===== src/rtl/timer_bank.sv =====
// Bank of CH prescaled timer/counters: free-run, periodic-compare, one-shot.
// Sticky match/overflow flags, per-channel irq and a registered read port.
//
// Ports:
//   clk, reset_n       clock, asynchronous active-low reset
//   wr, wr_ch, wr_sel  write strobe, channel, register (0=M 1=CMP 2=CTRL 3=CLEAR)
//   wr_data            write data (CMP [N_BITS-1:0], CTRL [3:0], CLEAR [1:0])
//   rd, rd_ch          read strobe and channel
//   rd_valid, rd_data  one cycle after rd: {match, of, counter} of rd_ch
//   done_tick          per-channel one-cycle event pulse
//   irq                per-channel level interrupt, ie & (match | of)

module timer_bank #(
   parameter int CH      = 4,
   parameter int CH_BITS = 2,
   parameter int M_BITS  = 32,
   parameter int N_BITS  = 24
) (
   input  logic              clk,
   input  logic              reset_n,
   input  logic              wr,
   input  logic [CH_BITS-1:0] wr_ch,
   input  logic [1:0]        wr_sel,
   input  logic [M_BITS-1:0] wr_data,
   input  logic              rd,
   input  logic [CH_BITS-1:0] rd_ch,
   output logic              rd_valid,
   output logic [N_BITS+1:0] rd_data,
   output logic [CH-1:0]     done_tick,
   output logic [CH-1:0]     irq
);

   localparam logic [1:0] MODE_PER = 2'b01;
   localparam logic [1:0] MODE_ONE = 2'b10;

   localparam logic [1:0] SEL_M   = 2'd0;
   localparam logic [1:0] SEL_CMP = 2'd1;
   localparam logic [1:0] SEL_CTL = 2'd2;
   localparam logic [1:0] SEL_CLR = 2'd3;

   logic [N_BITS+1:0] stat [CH];

   for (genvar i = 0; i < CH; i++) begin : g_ch
      logic [M_BITS-1:0] m_q,    m_d;
      logic [M_BITS-1:0] p_q,    p_d;
      logic [N_BITS-1:0] cmp_q,  cmp_d;
      logic [N_BITS-1:0] cnt_q,  cnt_d;
      logic [3:0]        ctrl_q, ctrl_d;
      logic              match_q, match_d;
      logic              of_q,   of_d;
      logic              done_q, done_d;

      logic              sel;
      logic              en;
      logic [1:0]        mode;
      logic              is_per;
      logic              is_one;
      logic [M_BITS-1:0] m_lim;
      logic              tick;
      logic              hit;
      logic              wrap;

      assign sel    = wr && (wr_ch == CH_BITS'(i));
      assign en     = ctrl_q[0];
      assign mode   = ctrl_q[2:1];
      assign is_per = (mode == MODE_PER);
      assign is_one = (mode == MODE_ONE);

      // m = 0 behaves like m = 1: tick every enabled cycle.
      assign m_lim = (m_q == '0) ? '0 : m_q - M_BITS'(1);
      assign tick  = en && (p_q >= m_lim);
      assign hit   = (is_per || is_one) && (cnt_q == cmp_q);
      assign wrap  = &cnt_q;

      always_comb begin
         m_d     = m_q;
         p_d     = p_q;
         cmp_d   = cmp_q;
         cnt_d   = cnt_q;
         ctrl_d  = ctrl_q;
         match_d = match_q;
         of_d    = of_q;
         done_d  = 1'b0;

         if (tick) begin
            p_d = '0;
            if (hit) begin
               match_d = 1'b1;
               done_d  = 1'b1;
               if (is_one) begin
                  ctrl_d[0] = 1'b0;
               end else begin
                  cnt_d = '0;
               end
            end else begin
               cnt_d = cnt_q + N_BITS'(1);
               if (wrap) begin
                  of_d = 1'b1;
                  if (!(is_per || is_one)) begin
                     done_d = 1'b1;
                  end
               end
            end
         end else if (en) begin
            p_d = p_q + M_BITS'(1);
         end

         if (sel) begin
            unique case (wr_sel)
               SEL_M: begin
                  m_d = wr_data;
               end
               SEL_CMP: begin
                  cmp_d = wr_data[N_BITS-1:0];
               end
               SEL_CTL: begin
                  ctrl_d = wr_data[3:0];
                  if (!en && wr_data[0]) begin
                     p_d = '0;
                  end
               end
               SEL_CLR: begin
                  // A counter clear cancels the whole tick event,
                  // including the one-shot disable and flag sets.
                  if (wr_data[0]) begin
                     cnt_d   = '0;
                     p_d     = '0;
                     done_d  = 1'b0;
                     ctrl_d  = ctrl_q;
                     match_d = match_q;
                     of_d    = of_q;
                  end
                  if (wr_data[1]) begin
                     match_d = 1'b0;
                     of_d    = 1'b0;
                  end
               end
               default: ;
            endcase
         end
      end

      always_ff @(posedge clk or negedge reset_n) begin
         if (!reset_n) begin
            m_q     <= '0;
            p_q     <= '0;
            cmp_q   <= '0;
            cnt_q   <= '0;
            ctrl_q  <= '0;
            match_q <= 1'b0;
            of_q    <= 1'b0;
            done_q  <= 1'b0;
         end else begin
            m_q     <= m_d;
            p_q     <= p_d;
            cmp_q   <= cmp_d;
            cnt_q   <= cnt_d;
            ctrl_q  <= ctrl_d;
            match_q <= match_d;
            of_q    <= of_d;
            done_q  <= done_d;
         end
      end

      assign stat[i]      = {match_q, of_q, cnt_q};
      assign done_tick[i] = done_q;
      assign irq[i]       = ctrl_q[3] & (match_q | of_q);
   end

   logic              rd_valid_q;
   logic [N_BITS+1:0] rd_data_q, rd_data_d;

   // Out-of-range channels match no index and read back as zero.
   always_comb begin
      rd_data_d = '0;
      for (int i = 0; i < CH; i++) begin
         if (rd_ch == CH_BITS'(i)) begin
            rd_data_d = stat[i];
         end
      end
   end

   always_ff @(posedge clk or negedge reset_n) begin
      if (!reset_n) begin
         rd_valid_q <= 1'b0;
         rd_data_q  <= '0;
      end else begin
         rd_valid_q <= rd;
         if (rd) begin
            rd_data_q <= rd_data_d;
         end
      end
   end

   assign rd_valid = rd_valid_q;
   assign rd_data  = rd_data_q;

endmodule


===== config.mk =====
export PLATFORM = sky130hd
export DESIGN_NAME = timer_bank
export DESIGN_NICKNAME = d
export VERILOG_FILES = /design/src/rtl/timer_bank.sv
export SDC_FILE = /design/constraint.sdc
export NUM_CORES = 1
export LEC_CHECK = 0
export BUFFER_PORTS_ARGS = -buffer_cell sky130_fd_sc_hd__buf_2
export CAP_MARGIN = 5
export CORE_UTILIZATION = 59
export DETAILED_ROUTE_END_ITERATION = 12
export GPL_ROUTABILITY_DRIVEN = 0
export PLACE_DENSITY = 0.77
export SYNTH_ARGS = -nofsm -noshare
export SYNTH_HDL_FRONTEND = slang
export SYNTH_SLANG_ARGS = --single-unit

===== constraint.sdc =====
create_clock -name clk -period 11.2 [get_ports clk]
set_input_delay 0.56 -clock clk [delete_from_list [all_inputs] [get_ports clk]]
set_output_delay 0.56 -clock clk [all_outputs]
set_load 0.03 [all_outputs]

* Word level (Yosys, flattened, before mapping)
Cells that the tools add are included.
Storage, ports and cells: output and inout bits 35, word-level logic and storage cells 299, input port bits 42, flip-flop bits (word level) 503
Cells by class: bitwise logic cells 9, equal/unequal tests 29, muxes and demuxes 160, add/subtract/negate cells 12, reductions and logical operators 47, $lt $le $gt $ge 4
Operators with widths (count):
- $mux 32 | 24
- $mux 24 | 24
- $pmux 32 s2 | 4
- $add 32x1->32 const B | 4
- $ge 32x32->1 | 4
- $logic_not 32->1 | 4
- $sub 32x1->32 const B | 4
- $mux 26 | 4
- $mux 1 | 100
- $add 24x1->24 const B | 4
- $eq 24x24->1 | 4
- $reduce_and 24->1 | 4
- $pmux 4 s2 | 4
- $eq 2x2->1 const B | 10
- $logic_and 1x1->1 | 16
- $ne 4x4->1 const B | 4
- $reduce_and 2->1 | 8
- $eq 2x1->1 const B | 7
- $ne 3x3->1 const B | 4
- $reduce_and 3->1 | 4
- $logic_not 2->1 | 3
- $and 1x1->1 | 4
- $logic_not 1->1 | 4
- $logic_or 1x1->1 | 4
- 2 further kinds | 5

* Logic depth before layout (Yosys ltp)
word-level depth 9, depth in mapped cells 19, mapped depth without buffers 16

* Least setup slack after synthesis
No wires, ideal clock.
kind register to register, start register g_ch[0].m_q[8], end register g_ch[0].cnt_q[10], stages on the path, launching flop included 16, clock period less this slack 4345 ps, path slack 6855 ps, data arrival time 4219 ps, data required time 11074 ps, cell sequence dfrtp_1 or4_4 or4_4 nor3_4 nand2b_2 nor4_1 xor2_1 nand2_1 ha_1 nand4_1 or4_1 a21oi_1 o221ai_1 and2_1 buf_4 a221o_1
Between the ends: longest elaborated chain between the ends 8, elaborated cells between the ends (all ways) 9, those cells by class 1 x add/sub; 1 x order compare; 5 x mux; 2 x reduce/logical
Ends and longest elaborated chain:
- from (decl) | line 44 | logic [M_BITS-1:0] m_q, m_d;
- from (signal assigned) | line 154 | m_q <= m_d;
- $sub 32x1->32 or $logic_not 32->1 (tied branches) | line 70 | assign m_lim = (m_q == '0) ? '0 : m_q - M_BITS'(1);
- $mux 32 (*) | line 70
- $ge 32x32->1 (*) | line 71 | assign tick = en && (p_q >= m_lim);
- $logic_and 1x1->1 (*) | line 71
- $mux 24 (*) | line 85 | if (tick) begin
- $mux 24 | line 125 | if (wr_data[0]) begin
- $mux 24 | line 109 | unique case (wr_sel)
- $mux 24 (*) | line 108 | if (sel) begin
- net g_ch[0].cnt_d[10] | line 47 | logic [N_BITS-1:0] cnt_q, cnt_d;
- to (signal assigned) | line 157 | cnt_q <= cnt_d;
- to (decl) | line 47
Mark *: on every way through the listed nets, which the timed path passes. The rest lies on a longest branch. A chain may end at the register's enable or synchronous reset.

* Worst setup path in the final report
start register g_ch[0].m_q[16], end register g_ch[0].cnt_q[9]
Same word-level chain as after synthesis.

==> out/results.ini <==
[run_status]
status = finished with violations
violations = negative hold slack

[final_layout]
area_growth_pct = 9.60
fin_nets = 3200
ratio_of_cells_with_drive_above_1_in_the_final_layout_pct = 17.4
final_core_util_pct = 65.5
fillCellCount = 3849

[power_and_ir_drop]
p_switching_mw = 1.77
internal_power_mw = 3.85
ir_worst_vdd_uv = 206
power_frac_seq_pct = 43.7
comb_power_share_pct = 20.2
p_clk_share_pct = 36.1
netSwitchingFraction_pct = 31.5
pwr_density_cell_nw_per_um2 = 171
power_leakage_nw = 14.8

[floorplan]
starting_density_pct = 59.7
rows = 82
floorplan.core_area_sq_um = 50100
floorplan.die_area_sq_um = 51600
floorplan.die.width_microns = 227
die_h_microns = 227
pin_count = 77

[clock_tree]
cts_max_level = 2
clock_sink_count = 503
number_of_post_cts_setup_repair_buffers = 0
cts_tree = yes
cts.reportedPaths.clkPinSlew_ns = 0.06
cts-buffers-inserted = 55
clk_root_buffer_cell = sky130_fd_sc_hd__clkbuf_16
clkLatencyLatePin_ns = 0.64
post_cts_hold_buffer_count = 0
cts-resized-gates = 0
clockBufferDepth = 3

[critical_path]
worst_ep_required_time_ns = 11.72
worst-endpoint-arrival_ns = 6.04
cp_slowest_stage_delay_ns = 0.61
critical-path-top-delay-family = simple AND/OR/NAND/NOR gates
largest_fanout_on_the_critical_path = 28
worst_setup_path_start_kind = flip-flop
criticalPathCategory = reg -> reg
end_kind = flip-flop
setup.worst_path.start = g_ch[0].m_q[16]
crit_path_cell_trace = or4_1, nor4_1, nand2b_1, nor4_1, nand2_1, o21ai_0, ha_1, nand4_1, or4_1, a21oi_1, o221ai_1, buf_4, and2_1, a221o_1
critPathSlowestCell = sky130_fd_sc_hd__or4_1
number_of_buffers_and_inverters_on_the_critical_path = 1
startpoint_of_the_worst_register_to_register_path = g_ch[0].m_q[16]

[grt]
first_global_vias = 23423
met2_usage_pct = 50.8
grt_antenna_before_repair = 6
top_usage_layer = met2
wire_length_of_the_first_global_routing_pass_mm = 131
met3_usage_pct = 6.44
grtUsageTotal_pct = 33.0
maximum_number_of_pins_on_one_net_before_global_route_repair = 177
globalRouteOverflowTotal = 0
grt.met1_usage_pct = 43.0

[yosys]
post_synth_mux_area_share_pct = 11.9
synthesis.nets = 3184
synthXorXnorAreaFrac_pct = 9.40
asyncSetResetFlopFracSynth_pct = 100
syn_area_sq_um = 29900
register_area_share_after_synthesis_pct = 42.1
postSynth.topFlopCell = sky130_fd_sc_hd__dfrtp_1
synthAdderAreaFrac_pct = 6.19
yosys.area_share.simple_pct = 20.0
ys_ff_latch = 503
synth_compound_gate_area_share_pct = 7.43
mean_instance_size_in_the_synthesized_netlist_sq_um = 9.99
netlist_instances = 2994
synth_edf_count = 0
yosysWarnings = 0
dominant_combinational_cell_family_by_area_after_synthesis = simple AND/OR/NAND/NOR gates
yosysUniqueCellTypes = 85

[detailed_routing]
final_antenna_net_count = 0
drcViolationCount = 0
drt_pass1_iterations = 7
route.final.wire_length_mm = 83.8
route.vias.total = 24138
wire_length_per_cell_after_detailed_routing_microns = 22.5
routed_via_density = 6.47
drt_iter0_markers = 2834

[placed_design]
buffer_ports.inserted = 76
pre_cts_ws_ns = 5.88
hpwl_detailed_mm = 57.8

[sta]
final.hold.worst_slack_ns = -0.0759
rsz0062_at_grt = false
timing.fmax_ghz = 0.181
clock_skew_ns = 0.0363
final.setup.tns_ns = 0
report.final.hold_viol_count = 23
finalSetupViolations = 0
worst_slew_margin_rel_pct = 14.6
worstMarginPinSlew_ns = 1.28
timing.final.crit_share_pct = 49.3
period_needed_ns = 5.52
worst_slack_ns = 5.68
report.final.slew_viol_count = 0

[worst_hold_path]
hold_class = in -> async

[flow_run]
drv.max_cap_violation_count = 0

[cells in the final DEF (no fill, tap or decap), types with 15 or more instances in the layout]
cell,count
sky130_fd_sc_hd__dfrtp_1,503
sky130_fd_sc_hd__nand2_1,301
sky130_fd_sc_hd__nor2_1,260
sky130_fd_sc_hd__mux2_2,260
sky130_fd_sc_hd__xor2_1,220
sky130_fd_sc_hd__ha_1,148
sky130_fd_sc_hd__nand3_1,120
sky130_fd_sc_hd__xnor2_1,101
sky130_fd_sc_hd__a21oi_1,100
sky130_fd_sc_hd__nor3_1,88
sky130_fd_sc_hd__nand4_1,81
sky130_fd_sc_hd__buf_2,75
sky130_fd_sc_hd__inv_1,74
sky130_fd_sc_hd__o21ai_0,71
sky130_fd_sc_hd__and3_1,64
sky130_fd_sc_hd__nor4_1,62
sky130_fd_sc_hd__or4_1,57
sky130_fd_sc_hd__clkbuf_16,55
sky130_fd_sc_hd__mux4_2,26
sky130_fd_sc_hd__or3_1,22
sky130_fd_sc_hd__and2_1,18
sky130_fd_sc_hd__nand2b_1,17
sky130_fd_sc_hd__and4_1,17
sky130_fd_sc_hd__buf_4,16
sky130_fd_sc_hd__or2_2,15
[power groups by stage]
stage	logic, mW	clock network, mW	registers (mW)
after CTS	1.13	2.05	2.44
after global routing	1.26	2.12	2.49
after detailed placement	1.11	0	2.47
final	1.13	2.02	2.45
after floorplan	0.819	0	2.37
after global placement	1.06	0	2.45
[layout make-up]
class                      count  area (sq um)  area share (%)
inverter                      74           278           0.847
clock inverter                40           592            1.81
tap                          672           841            2.56
antenna                        2          5.00          0.0153
clock buffer                  63          1450            4.41
timing repair buffer          95           561            1.71
multi-input combinational   2281         16500            50.2
sequential                   503         12600            38.4
[worst register-to-register path, delay by kind of cell (launching register included)]
family | cells | cell delay (ns)
fa+ha+maj | 1 | 0.20
flops | 1 | 0.44
compound gates | 4 | 1.35
buf+inv | 1 | 0.23
simple gates | 8 | 3.19
[path summary, 6_finish.rpt]
check	slack, ns	endpoint	depth (start not counted)
worst max-delay path	5.68	g_ch[0].cnt_q[9]	14
worst min-delay path	-0.08	g_ch[1].p_q[9]	1
worst max register to register	5.68	g_ch[0].cnt_q[9]	14
worst min register to register	0.51	rd_data[22]	1
max in group asynchronous	8.77	g_ch[3].cmp_q[22]	3
min in group clk	0.35	rd_valid	1
[logic make-up (layout without fill, tap and decap cells)]
family	Yosys count	count (layout)
other	0	2
DFF	503	503
xor gates and xnor gates	321	321
adders and majority gates	148	148
buffers and inverters	210	272
AOI/OAI and AO/OA	336	336
and+or+nand+nor	1184	1184
muxes	292	292
[sequential cells by signal, summed over array words and instances, names as in the netlist]
| register | count |
|---|---|
| g_ch.m_q | 128 |
| g_ch.cmp_q | 96 |
| g_ch.cnt_q | 96 |
| rd_data | 26 |
| g_ch.ctrl_q | 16 |
| g_ch.done_q | 4 |
| g_ch.match_q | 4 |
| g_ch.of_q | 4 |
| g_ch.p_q | 128 |
| rd_valid | 1 |
[routing by layer]
metal / wire (microns) / vias up
met2: 37300 / 1185
met4: 5870 / 6
met3: 7760 / 341
met5: 34 / -
li1: - / 10800
met1: 32800 / 11806
[cells in the mapped netlist (18+ instances only)]
cell type	number	area (sq um)
sky130_fd_sc_hd__inv_1	74	278
sky130_fd_sc_hd__or3_1	22	138
sky130_fd_sc_hd__nor4_1	62	388
sky130_fd_sc_hd__nor3_1	88	440
sky130_fd_sc_hd__nand4_1	81	507
sky130_fd_sc_hd__nor2_1	263	987
sky130_fd_sc_hd__and3_1	64	400
sky130_fd_sc_hd__and2_1	18	113
sky130_fd_sc_hd__dfrtp_1	503	12600
sky130_fd_sc_hd__mux2_2	260	2930
sky130_fd_sc_hd__mux4_2	26	586
sky130_fd_sc_hd__nand2_1	301	1130
sky130_fd_sc_hd__clkbuf_1	83	312
sky130_fd_sc_hd__buf_1	19	71.3
sky130_fd_sc_hd__nand3_1	120	601
sky130_fd_sc_hd__a21oi_1	100	500
sky130_fd_sc_hd__or4_1	57	428
sky130_fd_sc_hd__buf_2	21	105
sky130_fd_sc_hd__xnor2_1	101	885
sky130_fd_sc_hd__xor2_1	220	1930
sky130_fd_sc_hd__o21ai_0	71	355
sky130_fd_sc_hd__ha_1	148	1850
[metrics by stage]
stage          hold slack [ns]  total power, mW  instances  cell area (sq um)
2_1_floorplan            0.264             3.19       2994              29900
3_3_place_gp             0.486             3.50       3623              30700
3_5_place_dp             0.491             3.58       3623              30700
4_1_cts                 0.0446             5.61       3726              32700
5_1_grt                 0.0859             5.86       3729              32800
6_report               -0.0759             5.61       3730              32800
No activity file was read; power rests on OpenSTA's default activity.
